<file path="src/rtl/diaosi_types_pkg.sv">
// -----------------------------------------------------------------------------
// diaosi_types_pkg
// Shared types and constants for the diaosi memory subsystem.
//   arb_state_t   : arbiter grant state (idle, fetch granted, data granted)
//   BUS_ERR_WORD  : word returned to a requester whose RAM access timed out
//   data_req()    : combined data-side request (read or write)
// -----------------------------------------------------------------------------
package diaosi_types_pkg;

  typedef enum logic [1:0] {
    IDLE_DIAOSI    = 2'd0,
    GRANT_I_DIAOSI = 2'd1,
    GRANT_D_DIAOSI = 2'd2
  } arb_state_t;

  localparam logic [31:0] BUS_ERR_WORD = 32'hBAD1BAD1;

  function automatic logic data_req(input logic ren, input logic wen);
    return ren | wen;
  endfunction

endpackage

</file>
<file path="src/rtl/diaosi_arb_timer.sv">
// -----------------------------------------------------------------------------
// diaosi_arb_timer
// Counts grant cycles that did not complete and flags expiry when the
// TIMEOUT-th such cycle is reached. Also intended for the cache fill controller.
// Ports:
//   clk       in  clock, rising edge
//   rst_n     in  asynchronous active-low reset
//   i_clr     in  synchronous clear (wins over counting)
//   i_en      in  count this cycle
//   o_expired out high in the cycle that would be the TIMEOUT-th counted cycle
// -----------------------------------------------------------------------------
module diaosi_arb_timer #(
  parameter int TIMEOUT = 15
) (
  input  logic clk,
  input  logic rst_n,
  input  logic i_clr,
  input  logic i_en,
  output logic o_expired
);

  localparam int CNT_W = $clog2(TIMEOUT + 1);

  logic [CNT_W-1:0] r_count;
  logic             w_expired;

  // r_count holds the number of counted cycles already elapsed, so the
  // current counted cycle is the last one when r_count == TIMEOUT-1.
  assign w_expired = i_en && (r_count == CNT_W'(TIMEOUT - 1));
  assign o_expired = w_expired;

  // Cycle counter; clears on request or once expiry has been reported.
  always_ff @(posedge clk or negedge rst_n) begin
    if (!rst_n) begin
      r_count <= '0;
    end else if (i_clr || w_expired) begin
      r_count <= '0;
    end else if (i_en) begin
      r_count <= r_count + CNT_W'(1);
    end else begin
      r_count <= r_count;
    end
  end

endmodule

</file>
<file path="src/rtl/diaosi_mem_arbiter.sv">
// -----------------------------------------------------------------------------
// diaosi_mem_arbiter
// Shares one single-ported RAM between the instruction-fetch and data paths.
// One requester is granted at a time; the grant is held until ram_ready,
// a dropped request, or a timeout. Data has priority; with the optional
// DIAOSI_STARVE_GUARD_EN macro, fetch is forced through after STARVE_MAX
// consecutive data completions while fetch is waiting.
// Ports:
//   CLK, nRST                      clock / async active-low reset
//   iREN, iaddr -> iwait, iload    fetch request / stall / returned word
//   dREN, dWEN, daddr, dstore      data request, address, write data
//     -> dwait, dload              data stall / returned word
//   ramREN, ramWEN, ramaddr,
//   ramstore, ramload, ram_ready   RAM side
//   bus_err                        one-cycle pulse on timeout
// -----------------------------------------------------------------------------
module diaosi_mem_arbiter
  import diaosi_types_pkg::*;
#(
  parameter int ADDR_W     = 32,
  parameter int DATA_W     = 32,
  parameter int TIMEOUT    = 15,
  parameter int STARVE_MAX = 4
) (
  input  logic              CLK,
  input  logic              nRST,
  input  logic              iREN,
  input  logic [ADDR_W-1:0] iaddr,
  output logic              iwait,
  output logic [DATA_W-1:0] iload,
  input  logic              dREN,
  input  logic              dWEN,
  input  logic [ADDR_W-1:0] daddr,
  input  logic [DATA_W-1:0] dstore,
  output logic              dwait,
  output logic [DATA_W-1:0] dload,
  output logic              ramREN,
  output logic              ramWEN,
  output logic [ADDR_W-1:0] ramaddr,
  output logic [DATA_W-1:0] ramstore,
  input  logic [DATA_W-1:0] ramload,
  input  logic              ram_ready,
  output logic              bus_err
);

  arb_state_t r_state;
  arb_state_t w_next;

  logic w_dreq;
  logic w_i_act;
  logic w_d_act;
  logic w_expired;
  logic w_starve_hit;

  assign w_dreq  = data_req(dREN, dWEN);
  // A grant is only live while its requester still asserts its request.
  assign w_i_act = (r_state == GRANT_I_DIAOSI) && iREN;
  assign w_d_act = (r_state == GRANT_D_DIAOSI) && w_dreq;

  diaosi_arb_timer #(.TIMEOUT(TIMEOUT)) u_timer (
    .clk       (CLK),
    .rst_n     (nRST),
    .i_clr     (w_next == IDLE_DIAOSI),
    .i_en      ((w_i_act || w_d_act) && !ram_ready),
    .o_expired (w_expired)
  );

`ifdef DIAOSI_STARVE_GUARD_EN
  localparam int ST_W = $clog2(STARVE_MAX + 1);
  logic [ST_W-1:0] r_starve;

  // Consecutive data completions while fetch waits; any fetch grant or an
  // idle fetch side restarts the count.
  always_ff @(posedge CLK or negedge nRST) begin
    if (!nRST) begin
      r_starve <= '0;
    end else if (!iREN || ((r_state == IDLE_DIAOSI) && (w_next == GRANT_I_DIAOSI))) begin
      r_starve <= '0;
    end else if (w_d_act && ram_ready && (r_starve != ST_W'(STARVE_MAX))) begin
      r_starve <= r_starve + ST_W'(1);
    end else begin
      r_starve <= r_starve;
    end
  end

  assign w_starve_hit = (r_starve == ST_W'(STARVE_MAX));
`else
  // Strict data priority; STARVE_MAX is kept referenced so both builds
  // share the same parameter list without an unused-parameter hazard.
  assign w_starve_hit = 1'b0 & (STARVE_MAX > 0);
`endif

  // Grant state register.
  always_ff @(posedge CLK or negedge nRST) begin
    if (!nRST) begin
      r_state <= IDLE_DIAOSI;
    end else begin
      r_state <= w_next;
    end
  end

  // Next-state selection and combinational RAM/requester outputs.
  always_comb begin
    w_next   = r_state;
    ramREN   = 1'b0;
    ramWEN   = 1'b0;
    ramaddr  = '0;
    ramstore = '0;
    iwait    = iREN;
    dwait    = w_dreq;
    iload    = '0;
    dload    = '0;
    bus_err  = w_expired;
    case (r_state)
      IDLE_DIAOSI: begin
        if (w_starve_hit && iREN) begin
          w_next = GRANT_I_DIAOSI;
        end else if (w_dreq) begin
          w_next = GRANT_D_DIAOSI;
        end else if (iREN) begin
          w_next = GRANT_I_DIAOSI;
        end else begin
          w_next = IDLE_DIAOSI;
        end
      end
      GRANT_I_DIAOSI: begin
        if (w_i_act) begin
          ramREN  = 1'b1;
          ramaddr = iaddr;
          if (ram_ready) begin
            iwait  = 1'b0;
            iload  = ramload;
            w_next = IDLE_DIAOSI;
          end else if (w_expired) begin
            iwait  = 1'b0;
            iload  = DATA_W'(BUS_ERR_WORD);
            w_next = IDLE_DIAOSI;
          end else begin
            w_next = GRANT_I_DIAOSI;
          end
        end else begin
          w_next = IDLE_DIAOSI;
        end
      end
      GRANT_D_DIAOSI: begin
        if (w_d_act) begin
          // A simultaneous read and write is issued as the write alone.
          ramWEN   = dWEN;
          ramREN   = dREN & ~dWEN;
          ramaddr  = daddr;
          ramstore = dstore;
          if (ram_ready) begin
            dwait  = 1'b0;
            dload  = ramload;
            w_next = IDLE_DIAOSI;
          end else if (w_expired) begin
            dwait  = 1'b0;
            dload  = DATA_W'(BUS_ERR_WORD);
            w_next = IDLE_DIAOSI;
          end else begin
            w_next = GRANT_D_DIAOSI;
          end
        end else begin
          w_next = IDLE_DIAOSI;
        end
      end
      default: begin
        w_next = IDLE_DIAOSI;
      end
    endcase
  end

endmodule

</file>
<file path="config.mk">
export PLATFORM = sky130hd
export DESIGN_NAME = diaosi_mem_arbiter
export DESIGN_NICKNAME = d
export VERILOG_FILES = /design/src/rtl/diaosi_types_pkg.sv /design/src/rtl/diaosi_arb_timer.sv /design/src/rtl/diaosi_mem_arbiter.sv
export SDC_FILE = /design/constraint.sdc
export NUM_CORES = 1
export LEC_CHECK = 0
export ABC_AREA = 1
export BUFFER_PORTS_ARGS = -buffer_cell sky130_fd_sc_hd__buf_4
export CAP_MARGIN = 20
export CORE_AREA = 2 2 104 106
export CTS_BUF_LIST = sky130_fd_sc_hd__clkbuf_2 sky130_fd_sc_hd__clkbuf_4 sky130_fd_sc_hd__clkbuf_8
export DETAILED_ROUTE_END_ITERATION = 6
export DIE_AREA = 0 0 106 108
export PLACE_DENSITY_LB_ADDON = 0.12
export SETUP_SLACK_MARGIN = 0.15
export SYNTH_ARGS = -nofsm -noshare
export SYNTH_HDL_FRONTEND = slang
export SYNTH_HIERARCHICAL = 1
export SYNTH_SLANG_ARGS = --single-unit
</file>
<file path="constraint.sdc">
create_clock -name CLK -period 2.8 [get_ports CLK]
set_clock_uncertainty 0.1 [all_clocks]
set_input_delay 0 -clock CLK [delete_from_list [all_inputs] [get_ports CLK]]
set_output_delay 0 -clock CLK [all_outputs]
set_load 0.005 [all_outputs]
</file>
==> results.cfg <==
[yosys]
yosys-top-cells-area = nor2_1 (21%), nand2_1 (13%), nand4_1 (11%), a21oi_1 (10%), inv_1 (9.1%)
synth.top_cell.area_share_pct = 21.0
synthSimpleGateAreaFrac_pct = 48.4
synth_area_sq_um = 1820
ys_warn_count = 6
synth.avg_cell_area_sq_um = 5.08
ys.flop_type = dfrtp_1
synth-compound-area-share_pct = 17.1
synthAdderAreaFrac_pct = 5.49
synth_edf_count = 0
async_flop_share_pct = 100
ys_types = 28
syn_nets = 501
synth_top_area_cell = nor2_1
synth_most_common_cell = nor2_1
muxShareOfSynthArea_pct = 0
synth_top_family_by_area = simple AND/OR/NAND/NOR gates
synth_xor_area_share_pct = 0.960
netlist_top_cells_count = nor2_1 (102), nand2_1 (64), inv_1 (44)
yosysSeqAreaShare_pct = 8.23
syn_inst = 359
ys_ff_latch = 6

[status]
run_status = complete, no violations

[cts]
cts_setup_buffers = 0
insertion_delay_ps = 220
htree_num_levels = 1
cts_tree = built
path_clk_slew_ps = 30
cts_buffer_depth = 2
numCtsBuffers = 3
root_buffer = clkbuf_8
cts_sinks = 6

[global_routing]
first_global_vias = 2809
grt_overflow = 0
grt_max_degree = 36
groute.usage.overall_pct = 17.5
grt_pass1_wl_mm = 16.0
antenna_found_initial = 0

[pwr]
comb_power_share_pct = 84.4
clkPwrFrac_pct = 7.7
power.internal_uw = 789
seq_power_share_pct = 7.9
ir_worst_vdd_uv = 365
p_leak_uw = 0.00216
p_per_area_nw_per_um2 = 413
switchingPower_uw = 825
switching_share_pct = 51.1

[floorplanning]
die_h_um = 108
core_sq_um = 10200
dieArea_sq_um = 11400
die_x_um = 106
rows = 37
start_util_pct = 17.8
ios = 267

[detailed_routing]
vias_per_cell = 4.33
first_iter_violations = 234
drc_errors = 0
wl_met2_mm = 6.19
wire_per_inst_um = 15.3
drt_first_pass_iters = 4
top_layer_used = met3
antenna_left = 0
route.met3.wl_um = 669
wl_met1_mm = 4.47
vias = 3203
routed_wl_mm = 11.3

[sta]
fin_crit_sh_pct = 86.2
drv_slew = 0
max_slew_margin_pct = 55.0
rsz0062_at_grt = no
hold_viol = 0
finalSetupViolations = 0
fin_tns_setup_ps = 0
worst_pin_slew_ps = 672
fmax_mhz = 414
min_period_ps = 2410
setup_slack_ps = 387
holdWs_ps = 14.8

[critical_path]
cpPeakStageDelay_ps = 400
critical_path_arrival_ps = 2310
critPathSlowestCell = dfrtp_1
cp-end-kind = primary output
critPathMostFrequentCell = nand2_1
required_ps = 2700
start_kind = register
cp_cell_sequence = inv_1 > ha_1 > nand2_1 > a21oi_2 > nand2_1 > nor2_2 > nor2_4 > inv_4 > o21ai_0 > nor2_1 > buf_4
worstSetupPathType = reg -> out
cp_max_fo = 19

[run]
maxCapViolations = 0

[final_layout]
fin_cells = 740
drive_above_1_share_pct = 47.4
fin_nets = 748
post-route-util_pct = 38.2
syn_to_final_growth_pct = 114
diodes = 0

[placement]
portBuffers = 266
dp_hpwl_mm = 8.85
gp_congestion = 0.881
dp_slack_ps = 341
dp.cells = 736

[hold_path]
hold_path_class = in -> async
per-layer routing:
metal  global-route usage (%)  vias up
li1                         -     1624
met1                     21.2     1461
met2                     34.3      118
met3                     2.05        0
met4                     1.13        0
met5                        0        -
layout by cell type (no fill, tap or decap):
| cell type | netlist | final |
|---|---|---|
| buf_4 | 3 | 271 |
| a21oi_1 | 37 | 36 |
| clkbuf_8 | 0 | 3 |
| nand2_2 | 2 | 2 |
| dfrtp_1 | 6 | 6 |
| nor2_4 | 1 | 1 |
| xor2_1 | 1 | 1 |
| o21a_1 | 1 | 1 |
| inv_1 | 44 | 44 |
| nand4_1 | 31 | 31 |
| nand2_1 | 64 | 64 |
| o21ai_0 | 11 | 11 |
| inv_4 | 0 | 1 |
| nor2_2 | 1 | 2 |
| o21ai_1 | 8 | 8 |
| o22ai_1 | 1 | 1 |
| a21oi_2 | 0 | 1 |
| nor2_1 | 102 | 101 |
| o21bai_2 | 1 | 1 |
| ha_1 | 8 | 8 |
| or2_0 | 1 | 1 |
| nor2_8 | 1 | 1 |
| dlygate4sd3_1 | 0 | 1 |
| o21bai_1 | 1 | 1 |
| inv_2 | 4 | 3 |
| nand3_1 | 2 | 2 |
| xnor2_1 | 1 | 1 |
cell families (layout without fill, tap and decap cells):
group,after synthesis,after routing
flip-flops,6,6
AO/OA/AOI/OAI,60,60
AND/OR/NAND/NOR,205,205
XOR/XNOR,2,2
buffers and inverters,78,323
adder cells (fa/ha/maj),8,8
worst paths after layout:
kind / start / to / slack (ps) / cells past startpoint
min in group CLK: dWEN / r_state[0] / 80 / 4
max in group asynchronous: nRST / u_timer/r_count[1] / 2470 / 2
worst min register to register: u_timer/r_count[2] / u_timer/r_count[2] / 450 / 2
worst max-delay path: r_state[1] / dload[11] / 390 / 11
worst max register to register: r_state[1] / u_timer/r_count[2] / 570 / 12
worst min-delay path: nRST / r_state[1] / 10 / 2
area by class of cell:
cell class	count	area, sq um
inverter	48	183
multi-input combinational	275	1320
sequential	6	150
clock buffer	3	41.3
timing repair buffer	272	2040
fill	1118	6320
tap	136	170
registers in the layout (all words and copies together) (netlist names):
name,count
r_state,2
u_timer/r_count,4
through the flow:
stage / cell area, sq um / power (uW)
after global placement: 3850 / 1490
after CTS: 3900 / 1630
after global routing: 3910 / 1770
final: 3910 / 1610
after detailed placement: 3850 / 1500
after floorplan: 1820 / 825
worst max-delay path: cells and delay by family (launching register included):
family | cells | cell delay, ps
buf+inv | 3 | 430
compound gates | 2 | 390
fa+ha+maj | 1 | 180
flops | 1 | 400
simple gates | 5 | 700
power groups by stage:
stage                     Clock [uW]  Sequential [uW]  Combinational (uW)
after floorplan                    0              124                 701
after global placement             0              127                1360
after detailed placement           0              128                1370
after CTS                        130              127                1370
after global routing             136              132                1500
final                            125              127                1360
timing repair:
| item | in CTS | in global routing |
|---|---|---|
| hold endpoints to repair | 6 | 0 |
| hold buffers | 1 | 0 |
| setup endpoints to repair | 6 | 34 |
| cloned | 0 | 0 |
| gates resized for setup | 1 | 2 |
No activity file was read; power rests on OpenSTA's default activity.
